===== src/rtl/tx_arbiter.sv =====
// rtl/tx_arbiter.sv - round-robin arbiter sharing the host transmitter,
// locking the grant for the duration of a message.
module tx_arbiter #(
  parameter int NREQ     = 3,
  parameter int DW       = 32,
  parameter int LOCK_TMO = 1024
) (
  input  logic              sys_clk,
  input  logic              sys_rst,
  input  logic              abort,
  input  logic [NREQ-1:0]   req_valid,
  input  logic [NREQ*DW-1:0] req_data,
  input  logic [NREQ*3-1:0] req_bytes,
  input  logic [NREQ-1:0]   req_last,
  output logic [NREQ-1:0]   req_ready,
  output logic              tx_send,
  output logic [DW-1:0]     tx_data,
  output logic [2:0]        tx_bytes,
  input  logic              tx_busy,
  output logic [1:0]        grant_id,
  output logic              locked,
  output logic              arb_busy,
  output logic              tmo_err
);

  typedef enum logic [1:0] {IDLE, SEND, WAIT_ACK, WAIT_DONE} state_t;

  localparam int TW = (LOCK_TMO > 1) ? $clog2(LOCK_TMO + 1) : 1;

  state_t          state, state_nx;
  logic [1:0]      rr_ptr;
  logic [1:0]      cand;
  logic [1:0]      next_ptr;
  logic [2:0]      scan_idx;
  logic            cand_found;
  logic            accept;
  logic            last_r;
  logic            done_last;
  logic            tmo_run;
  logic            tmo_fire;
  logic [TW-1:0]   tmo_cnt;
  logic [DW-1:0]   cand_data;
  logic [2:0]      cand_bytes;

  // While locked only the owner may continue; otherwise scan upward from rr_ptr.
  always_comb begin
    cand_found = 1'b0;
    cand       = 2'd0;
    scan_idx   = 3'd0;
    if (locked) begin
      cand       = grant_id;
      cand_found = req_valid[grant_id];
    end else begin
      for (int k = 0; k < NREQ; k++) begin
        scan_idx = {1'b0, rr_ptr} + 3'(k);
        if (scan_idx >= 3'(NREQ))
          scan_idx = scan_idx - 3'(NREQ);
        if (!cand_found && req_valid[scan_idx[1:0]]) begin
          cand_found = 1'b1;
          cand       = scan_idx[1:0];
        end
      end
    end
  end

  assign cand_data  = req_data[int'(cand)*DW +: DW];
  assign cand_bytes = req_bytes[int'(cand)*3 +: 3];
  assign accept     = (state == IDLE) && cand_found && !abort;

  always_comb begin
    req_ready = '0;
    if (accept && !sys_rst)
      req_ready[cand] = 1'b1;
  end

  assign next_ptr  = (grant_id == 2'(NREQ - 1)) ? 2'd0 : grant_id + 2'd1;
  assign done_last = (state == WAIT_DONE) && !tx_busy && last_r;
  assign tmo_run   = (LOCK_TMO != 0) && (state == IDLE) && locked && !req_valid[grant_id];
  assign tmo_fire  = tmo_run && (tmo_cnt == TW'(LOCK_TMO - 1));

  assign tx_send  = (state == SEND);
  assign arb_busy = (state != IDLE) || locked;

  always_comb begin
    state_nx = state;
    case (state)
      IDLE:      if (accept) state_nx = SEND;
      SEND:      state_nx = WAIT_ACK;
      WAIT_ACK:  state_nx = WAIT_DONE;
      WAIT_DONE: if (!tx_busy) state_nx = IDLE;
      default:   state_nx = IDLE;
    endcase
  end

  always_ff @(posedge sys_clk) begin
    if (sys_rst) begin
      state    <= IDLE;
      tx_data  <= '0;
      tx_bytes <= 3'd0;
      last_r   <= 1'b0;
      grant_id <= 2'd0;
      locked   <= 1'b0;
      rr_ptr   <= 2'd0;
      tmo_cnt  <= '0;
      tmo_err  <= 1'b0;
    end else begin
      state <= state_nx;
      if (accept) begin
        tx_data  <= cand_data;
        tx_bytes <= (cand_bytes == 3'd0) ? 3'd4 : cand_bytes;
        last_r   <= req_last[cand];
        grant_id <= cand;
      end
      if (tmo_run && !abort)
        tmo_cnt <= tmo_fire ? '0 : tmo_cnt + 1'b1;
      else
        tmo_cnt <= '0;
      // A word already handed to the transmitter still advances the pointer when it ends a message.
      if (done_last || (tmo_fire && !abort))
        rr_ptr <= next_ptr;
      if (abort) begin
        locked  <= 1'b0;
        tmo_err <= 1'b0;
      end else if (accept) begin
        locked <= 1'b1;
      end else if (done_last) begin
        locked <= 1'b0;
      end else if (tmo_fire) begin
        locked  <= 1'b0;
        tmo_err <= 1'b1;
      end
    end
  end

endmodule


===== config.mk =====
export PLATFORM = sky130hd
export DESIGN_NAME = tx_arbiter
export DESIGN_NICKNAME = d
export VERILOG_FILES = /design/src/rtl/tx_arbiter.sv
export SDC_FILE = /design/constraint.sdc
export NUM_CORES = 1
export LEC_CHECK = 0
export CAP_MARGIN = 20
export CORE_MARGIN = 2
export CORE_UTILIZATION = 37
export DETAILED_ROUTE_END_ITERATION = 8
export PLACE_DENSITY = 0.77
export RECOVER_POWER = 25
export SYNTH_ARGS = -nofsm -noshare
export SYNTH_HDL_FRONTEND = slang
export SYNTH_SLANG_ARGS = --single-unit

===== constraint.sdc =====
create_clock -name sys_clk -period 2.66 [get_ports sys_clk]
set_clock_uncertainty 0.2 [all_clocks]
set_input_delay 0.399 -clock sys_clk [delete_from_list [all_inputs] [get_ports sys_clk]]
set_output_delay 0.399 -clock sys_clk [all_outputs]
set_load 0.05 [all_outputs]

==> out/qor.csv <==
stage,metric,value,unit
outcome,violations,setup timing,
critical_path,worst_setup_path_start_kind,flop,
synth,ys.flop_type,dfxtp_1,
synth,ys_warn_count,0,
grt,grt_pass1_vias,3486,
placement,pre_cts_slack,-392,ps
floorplanning,core,8680,um^2
synth,syn_nets,475,
critical_path,path_class,flop to output port,
critical_path,cp_data_required_time,2060,ps
grt,grt_pass1_wl,17.2,mm
timing,fin_hold_ws,252,ps
outcome,outcome,"finished, violations left",
clock_network,cts_max_path_buffers,2,
placement,dp.final_hpwl,8.41,mm
timing,worst_pin_slew,669,ps
clock_network,clockRootBuffer,clkbuf_8,
clock_network,tritoncts,yes,
finish,area_growth,75.7,%
routing,viasPerCell,5.41,
routing,wl_per_cell,18.1,um
finish,antennaDiodeCount,0,
pwr,leakage,2.24,nW
timing,setup_viol,3,
routing,ant_nets,0,
synth,synth_edf_count,0,
finish,final_common_cell,clkdlybuf4s50_1,
critical_path,crit_arrival,2230,ps
timing,fmax,353,MHz
critical_path,reg2reg_setup_slack,70,ps
timing,tns,-510,ps
timing,finalCriticalPeriod,2830,ps
routing,first_iter_violations,104,
pwr,ir_drop,0.000376,V
placement,placed_cells,625,
timing,period_share,106,%
placement,place_area,5300,um^2
routing,vias,3479,
timing,relSlewSlack,55.1,%
pwr,powerDensity,829,nW/um^2
timing,rsz0062_at_grt,yes,
grt,track_usage,21.6,%
floorplanning,io_pins,159,
routing,drc_errors,0,
flow_run,maxCapViolations,0,
floorplanning,start_util,37.9,%
pwr,internal_power,2.51,mW
synth,synthDistinctLibCells,54,
finish,postLayoutCellArea,5780,um^2
grt,grt_start_max_net_pins,21,
grt,antenna_found_initial,0,
synth,syn-mean-instance-area,9.40,um^2
synth,syn_inst,350,
clock_network,htreeDepth,2,
pwr,comb_power_share,65.1,%
pwr,netSwitchingPower,2.28,mW
timing,worst_slack,-173,ps
timing,slew_violations,0,
hold_path,worstHoldPathCells,1,
synth,syn_area,3290,um^2
finish,drive_gt1_share,27.7,%
finish,layout_common_cells,"132 x clkdlybuf4s50_1, 75 x nand2_1, 50 x dfxtp_1",
clock_network,clk_latency,310,ps
synth,synth_seq_cells,55,
hold_path,min_path_type,flop to flop,
floorplanning,core.rowCount,34,
critical_path,r2r_cells,11,
clock_network,clkTransAtPathRegs,100,ps
pwr,seq_power_share,25.2,%
routing,drt-total-wl,11.6,mm
floorplanning,dieHeight,98.3,um
pwr,p_sw_share,47.7,%
placement,gp_congestion,0.894,
finish,fin_nets,660,
pwr,clock_power_share,9.8,%
timing,hold_viol,0,
routing,dr.pass1.iters,4,
floorplanning,die_w,98.3,um
critical_path,endpoint_kind,output port,
finish,final_cells,643,
synth,async_flop_share,0,%
critical_path,cp_max_fo,4,
floorplanning,die_area,9660,um^2
synth,yosysSeqAreaShare,33.5,%
clock_network,cts-buffers-inserted,5,
placement,io_buffers,158,
clock_network,numClockSinks,55,
grt,grt_overflow_total,0,
==> area by class of cell <==
| class | count | area [um^2] |
|---|---|---|
| clock buffer | 5 | 68.8 |
| clock inverter | 2 | 13.8 |
| fill | 685 | 2900 |
| inverter | 10 | 40.0 |
| multi-input combinational | 259 | 2300 |
| sequential | 55 | 1110 |
| tap | 108 | 135 |
| timing repair buffer | 204 | 2110 |
==> routing by layer <==
metal  wire length (um)  track usage (%)  vias up
met5                  0                0        -
met4                213             4.43        0
met3                659             4.65       18
met2               5850             38.7      119
met1               4920             26.7     1667
li1                   -                -     1675
==> registers in the layout, indices dropped and copies added, names as in the netlist, 2 cells and up <==
| register | flops |
|---|---|
| grant_id | 2 |
| rr_ptr | 2 |
| state | 2 |
| tmo_cnt | 11 |
| tx_bytes | 3 |
| tx_data | 32 |
==> cells by family (layout without fill, tap and decap cells) <==
family	count (synthesis)	after routing	share of synthesized area [%]
muxes	5	5	1.56
buffers and inverters	36	221	6.01
DFF	55	55	33.5
AOI/OAI and AO/OA	107	107	35.8
adders and majority gates	10	10	3.80
xor gates and xnor gates	8	8	2.13
and+or+nand+nor	129	129	17.3
==> path summary, 6_finish.rpt <==
path | start | endpoint
worst min register to register | tmo_cnt[0]$_SDFF_PP0_ | tmo_cnt[0]$_SDFF_PP0_
worst max-delay path | rr_ptr[1]$_SDFFE_PP0P_ | req_ready[1]
worst min-delay path | tmo_cnt[0]$_SDFF_PP0_ | tmo_cnt[0]$_SDFF_PP0_
worst max register to register | rr_ptr[1]$_SDFFE_PP0P_ | tx_bytes[0]$_SDFFE_PP0P_
==> critical path, cell delays in order (launching register included) <==
cell and delay [ps]:
dfxtp_4 400, inv_4 50, ha_4 180, mux2i_4 180, o211ai_1 310, o311ai_4 120, or2_4 280, buf_12 140
nor2b_4 120, buf_12 150
==> synthesized netlist by cell type (2+ instances only) <==
master	count	area, um^2
o2111ai_1	2	17.5
xor2_1	4	35.0
a221oi_1	4	35.0
ha_1	10	125
nand3b_1	4	30.0
a21o_1	2	15.0
buf_2	14	70.1
mux2i_1	4	40.0
a22oi_1	5	37.5
o21ai_1	2	10.0
nor2_1	21	78.8
xnor2_1	4	35.0
nor2b_1	3	18.8
or2_1	2	12.5
and3_1	5	31.3
buf_6	4	45.0
a211oi_1	4	30.0
nand3_1	7	35.0
clkbuf_1	4	15.0
o21ai_0	2	10.0
and2_1	3	18.8
buf_4	4	30.0
o211ai_1	2	15.0
a21oi_1	6	30.0
dfxtp_1	55	1100
a221o_1	2	20.0
or2_2	2	12.5
nand2_1	75	282
a22oi_2	29	363
a221oi_2	29	435
inv_1	9	33.8
o21a_1	4	30.0
nor3_1	2	10.0
==> power by group through the flow <==
stage | clock network [mW] | logic (mW) | registers [mW]
2_1_floorplan | 0 | 1.14 | 1.92
3_3_place_gp | 0 | 2.80 | 1.22
3_5_place_dp | 0 | 2.85 | 1.23
4_1_cts | 0.474 | 2.93 | 1.21
5_1_grt | 0.505 | 3.28 | 1.24
6_report | 0.468 | 3.12 | 1.21
==> what timing repair did <==
action                                  4_1_cts  5_1_grt
gates cloned                                  0        4
hold endpoints to repair                      0        0
pin swaps                                     6        5
endpoints found under the setup margin        5       38
resized for setup                            17       19
setup buffers                                 8        0
hold buffers                                  0        0
==> through the flow <==
| stage | util (%) | power, mW |
|---|---|---|
| floorplan | - | 3.07 |
| global placement | 61.1 | 4.02 |
| detailed placement | 61.1 | 4.08 |
| CTS | 63.6 | 4.61 |
| global route | 66.6 | 5.02 |
| finish | 66.6 | 4.79 |
Power figures use the tool's default switching activity.
